<file path="src/rtl/vga_sync_gen.sv">
// 640x480@60 VGA raster timing: registered counters, syncs, blanking and start strobes.
// Define VGA_SYNC_FRAME_CNT_EN to build the completed-frame counter on frame_cnt.
module vga_sync_gen #(
  parameter int unsigned H_DISPLAY = 640,
  parameter int unsigned H_FRONT   = 16,
  parameter int unsigned H_SYNC    = 96,
  parameter int unsigned H_BACK    = 48,
  parameter int unsigned V_DISPLAY = 480,
  parameter int unsigned V_FRONT   = 10,
  parameter int unsigned V_SYNC    = 2,
  parameter int unsigned V_BACK    = 33,
  parameter int unsigned SYNC_NEG  = 1,
  parameter int unsigned FRAME_W   = 8
) (
  input  logic               clk,
  input  logic               rst_n,
  input  logic               ce,
  output logic [9:0]         hpos,
  output logic [9:0]         vpos,
  output logic               hsync,
  output logic               vsync,
  output logic               display_on,
  output logic               line_start,
  output logic               frame_start,
  output logic [FRAME_W-1:0] frame_cnt
);

  localparam int unsigned H_TOTAL = H_DISPLAY + H_FRONT + H_SYNC + H_BACK;
  localparam int unsigned V_TOTAL = V_DISPLAY + V_FRONT + V_SYNC + V_BACK;

  localparam logic [9:0] H_MAX      = 10'(H_TOTAL - 1);
  localparam logic [9:0] V_MAX      = 10'(V_TOTAL - 1);
  localparam logic [9:0] H_VIS      = 10'(H_DISPLAY);
  localparam logic [9:0] V_VIS      = 10'(V_DISPLAY);
  localparam logic [9:0] H_SYNC_BEG = 10'(H_DISPLAY + H_FRONT);
  localparam logic [9:0] H_SYNC_END = 10'(H_DISPLAY + H_FRONT + H_SYNC - 1);
  localparam logic [9:0] V_SYNC_BEG = 10'(V_DISPLAY + V_FRONT);
  localparam logic [9:0] V_SYNC_END = 10'(V_DISPLAY + V_FRONT + V_SYNC - 1);
  localparam logic       SYNC_INV   = (SYNC_NEG != 0);

  logic [9:0] r_hpos, r_vpos;
  logic       r_hsync, r_vsync, r_display_on, r_line_start, r_frame_start;
  logic [9:0] w_h_next, w_v_next;
  logic       w_h_wrap, w_v_wrap;

  always_comb begin
    w_h_wrap = (r_hpos == H_MAX);
    w_v_wrap = (r_vpos == V_MAX);
    w_h_next = w_h_wrap ? 10'd0 : r_hpos + 10'd1;
    w_v_next = r_vpos;
    if (w_h_wrap) begin
      w_v_next = w_v_wrap ? 10'd0 : r_vpos + 10'd1;
    end
  end

  // Flags are derived from the next counter values so they line up with hpos/vpos.
  always_ff @(posedge clk or negedge rst_n) begin
    if (!rst_n) begin
      r_hpos        <= H_MAX;
      r_vpos        <= V_MAX;
      r_hsync       <= SYNC_INV;
      r_vsync       <= SYNC_INV;
      r_display_on  <= 1'b0;
      r_line_start  <= 1'b0;
      r_frame_start <= 1'b0;
    end else if (ce) begin
      r_hpos        <= w_h_next;
      r_vpos        <= w_v_next;
      r_hsync       <= ((w_h_next >= H_SYNC_BEG) && (w_h_next <= H_SYNC_END)) ^ SYNC_INV;
      r_vsync       <= ((w_v_next >= V_SYNC_BEG) && (w_v_next <= V_SYNC_END)) ^ SYNC_INV;
      r_display_on  <= (w_h_next < H_VIS) && (w_v_next < V_VIS);
      r_line_start  <= (w_h_next == 10'd0);
      r_frame_start <= (w_h_next == 10'd0) && (w_v_next == 10'd0);
    end
  end

  assign hpos        = r_hpos;
  assign vpos        = r_vpos;
  assign hsync       = r_hsync;
  assign vsync       = r_vsync;
  assign display_on  = r_display_on;
  assign line_start  = r_line_start;
  assign frame_start = r_frame_start;

`ifdef VGA_SYNC_FRAME_CNT_EN
  logic               r_run;
  logic [FRAME_W-1:0] r_frame_cnt;

  // r_run masks the reset-state wrap so the first edge is not counted as a frame.
  always_ff @(posedge clk or negedge rst_n) begin
    if (!rst_n) begin
      r_run       <= 1'b0;
      r_frame_cnt <= '0;
    end else if (ce) begin
      r_run <= 1'b1;
      if (r_run && w_h_wrap && w_v_wrap) begin
        r_frame_cnt <= r_frame_cnt + FRAME_W'(1);
      end
    end
  end

  assign frame_cnt = r_frame_cnt;
`else
  assign frame_cnt = '0;
`endif

endmodule

</file>
<file path="config.mk">
export PLATFORM = sky130hd
export DESIGN_NAME = vga_sync_gen
export DESIGN_NICKNAME = d
export VERILOG_FILES = /design/src/rtl/vga_sync_gen.sv
export SDC_FILE = /design/constraint.sdc
export NUM_CORES = 1
export LEC_CHECK = 0
export CORE_UTILIZATION = 40
export CTS_CLUSTER_SIZE = 24
export DETAILED_ROUTE_END_ITERATION = 10
export GPL_TIMING_DRIVEN = 0
export PLACE_DENSITY = 0.61
export SLEW_MARGIN = 20
export SYNTH_ARGS = -nofsm -noshare
export SYNTH_HDL_FRONTEND = slang
export SYNTH_SLANG_ARGS = --single-unit
</file>
<file path="constraint.sdc">
create_clock -name clk -period 3.6 [get_ports clk]
set_input_delay 0.54 -clock clk [delete_from_list [all_inputs] [get_ports clk]]
set_output_delay 0.54 -clock clk [all_outputs]
set_load 0.1 [all_outputs]
</file>
==> PnR_summary.wiki <==
{| class="wikitable"
! Metric !! Value
|-
| Result of the run || complete, no violations
|-
| Max Cap Viol || 0
|-
| Total die area || 4910 µm²
|-
| Number of hold violations in the final report || 0
|-
| Top-area cell type share of the netlist area || 17.6%
|-
| Type of the most critical hold path || input pin to async pin
|-
| Biggest area consumer among synthesized cells || dfrtp_1
|-
| Setup_tns || 0 ns
|-
| Leading cell type by number of instances after synthesis || nor2_1
|-
| Initial drt markers || 159
|-
| Portion of the post-synthesis area used by sequential elements || between 30% and 40%
|-
| Clock H-tree levels || 1
|-
| Hold-fix buffer count after cts || 0
|-
| Number of port buffers || 26
|-
| Setup repair after global routing missed its margin || no
|-
| Depth of the worst register-to-register path || 10
|-
| Post-CTS setup repair buffer count || 0
|-
| Highest achievable clock rate || approximately 380 MHz
|-
| Worst-case vdd ir drop || 0.330 mV
|-
| Worst slew margin relative to its limit || 34.9%
|-
| Clock Tree Buf Depth || 2
|-
| Number of global-route vias before repair || 1,505
|-
| Wirelength, routed || roughly 4300 µm
|-
| TritonCTS Buffers || 3
|-
| Start-to-end type of the worst setup path || register to register
|-
| Synthesized area per cell || 8.57 µm²
|-
| P per Cell Area || between 500 and 600 nW/µm²
|-
| Post-synthesis instance area || 1850 µm²
|-
| Clock transition at the register clock pins on the worst setup and hold paths after CTS || 0.10 ns
|-
| Global routing usage summed across all routing layers || 18.8%
|-
| Vias after detailed routing || 1,692
|-
| Layout net count || 261
|-
| Arrival @ worst endpoint || between 2 and 3 ns
|-
| Clock tree from TritonCTS || built
|-
| IO Pins || 36
|-
| DP Area || ~2200 µm²
|-
| Antenna violation net count after detailed routing || 0
|-
| Post-synthesis register bit count || 25
|-
| Endpoint type of the worst setup path || register
|-
| Post-route clock skew || 0.00503 ns
|-
| Global-route wire length before repair || 7440 µm
|-
| Cell at the root of the clock tree || clkbuf_8
|-
| Core region area || about 4400 µm²
|-
| Required time worst endpoint || 3.77 ns
|-
| RR Endpoint || vpos[8]
|-
| CTS-repair resized insts || 0
|-
| X dimension of the die || 70.0 µm
|-
| Yosys warns || 0
|-
| Ranking of synthesized cells by instance count || 16 x nor2_1, 15 x nand2_1, 15 x o21ai_0, 13 x dfrtp_1, 12 x dfstp_2
|-
| Placed wire-length estimate after detailed placement || 3080 µm
|-
| Flip-flop cell with the highest count after synthesis || dfrtp_1
|-
| Total grt overflow || 0
|-
| Mapped Cells || between 200 and 250
|-
| Number of antenna violations at the first check in global routing || 0
|-
| Pre-antenna DRT Iters || 4
|-
| Initial core utilization || 42.0%
|-
| Final worst-path cycle share || around 74%
|-
| GPL Wtd Cong || 0.870
|-
| Static leakage || 0.914 nW
|-
| Clock sink count || 25
|-
| Row count || 24
|-
| Largest net degree at the start of global routing || 26
|-
| Layout overhead on the synthesized area || 21.4%
|-
| Reg2reg setup slack || 0.95 ns
|-
| Die extent in y || 70.0 µm
|-
| Count of unresolved DRC violations after routing || 0
|-
| Via density || 5.55
|-
| Final Critical Period || 2.65 ns
|-
| Number of max-slew violations in the final report || 0
|-
| Kind of start point of the critical path || register
|-
| Number of library cell types mapped by synthesis || 57
|-
| Total of endpoints with negative setup slack in the final report || 0
|-
| Final cell area excluding filler cells || 2250 µm²
|-
| Fillcell total || around 430
|-
| Post-synth EDFFs || 0
|-
| Number of antenna diodes || 0
|-
| Skew-Pair Late Insertion Delay || between 0.2 and 0.3 ns
|-
| Worst r2r src || hpos[1]
|-
| Biggest area contributors in the synthesized netlist || dfrtp_1 18%, dfstp_2 17%, buf_4 4.5%
|-
| Share of flip-flops with an asynchronous set or reset after synthesis || 100%
|-
| Least-Margin Pin Slew || 0.973 ns
|-
| Layout cell share with drive strength beyond 1 || 19.8%
|-
| Post-DR wirelength/cell || 14.1 µm
|-
| Max Fanout on Critical Path || 10
|}
## how the worst max path moves through the flow
stage	start	end	slack, ns	depth (start not counted)
6_report	hpos[1]	vpos[8]	0.95	10
5_1_grt	hpos[1]	vpos[8]	0.74	10
4_1_cts	hpos[1]	vpos[8]	0.95	10
3_5_place_dp	hpos[1]	vpos[8]	0.96	10
3_3_place_gp	hpos[1]	vpos[8]	0.99	10
2_1_floorplan	hpos[1]	vpos[8]	0.82	10
## cells by family (layout without fill, tap and decap cells)
family | after synthesis | after routing | share of synthesized area (%)
and+or+nand+nor | 80 | 80 | 24.6
AOI/OAI and AO/OA | 54 | 54 | 19.2
buffers and inverters | 37 | 67 | 11.2
DFF | 25 | 25 | 34.6
xor gates and xnor gates | 10 | 10 | 4.73
adders and majority gates | 5 | 5 | 3.24
muxes | 4 | 4 | 2.23
other | 1 | 8 | 0.203
## cell usage in the layout (no fill, tap or decap), types with 5 or more instances in the layout
| cell | count |
|---|---|
| a21oi_1 | 11 |
| nand4_1 | 6 |
| dfstp_2 | 12 |
| clkdlybuf4s50_1 | 25 |
| inv_1 | 9 |
| and3_1 | 6 |
| a31oi_1 | 5 |
| nand3_1 | 11 |
| nand2_1 | 15 |
| buf_4 | 11 |
| buf_2 | 9 |
| conb_1 | 8 |
| nor2_1 | 16 |
| dfrtp_1 | 13 |
| o21ai_0 | 15 |
| xnor2_1 | 8 |
## area by class of cell
| class | count | area, µm² | share of cell area (%) |
|---|---|---|---|
| inverter | 9 | 33.8 | 1.50 |
| buffer | 28 | 174 | 7.74 |
| multi-input combinational | 161 | 1030 | 45.8 |
| tap | 52 | 65.1 | 2.90 |
| timing repair buffer | 26 | 255 | 11.4 |
| clock buffer | 3 | 41.3 | 1.84 |
| sequential | 25 | 641 | 28.5 |
| clock inverter | 1 | 7.51 | 0.334 |
## flip-flops by register name, summed over array words and instances (netlist names)
register	count
display_on	1
frame_start	1
hpos	10
hsync	1
line_start	1
vpos	10
vsync	1
## per-stage QoR
step	power (mW)	util [%]	instances	setup slack, ns	hold WS, ns
floorplan	0.905	-	223	0.823	0.244
CTS	1.21	50.9	305	0.948	0.260
global route	1.26	50.9	305	0.739	0.278
detailed placement	1.02	49.8	301	0.962	0.485
global placement	1.02	49.9	301	0.986	0.477
finish	1.20	50.9	305	0.950	0.233
## where the power goes
| group | switching [mW] | total (mW) | internal (mW) | leakage [nW] |
|---|---|---|---|---|
| combinational | 0.476 | 0.654 | 0.177 | 0.597 |
| clock | 0.101 | 0.180 | 0.0788 | 0.0217 |
| sequential | 0.0291 | 0.365 | 0.336 | 0.296 |
## critical path: stages (launching register included)
cell and delay, ns:
dfstp_2 0.60, ha_1 0.15, clkbuf_2 0.18, and4_1 0.19, buf_2 0.18, and3_1 0.16
buf_2 0.20, nand2_1 0.17, nor2_1 0.20, and3_1 0.18, mux2_1 0.32
## metal layers
layer,routed length (µm),global-route usage (%),share of wire (%),up-vias
li1,-,-,-,833
met1,2060,25.9,48,804
met2,1990,29.6,46,45
met3,187,4.18,4.3,10
met4,68,4.89,1.6,0
met5,0,0,0,-
(Power assumes the default switching activity.)
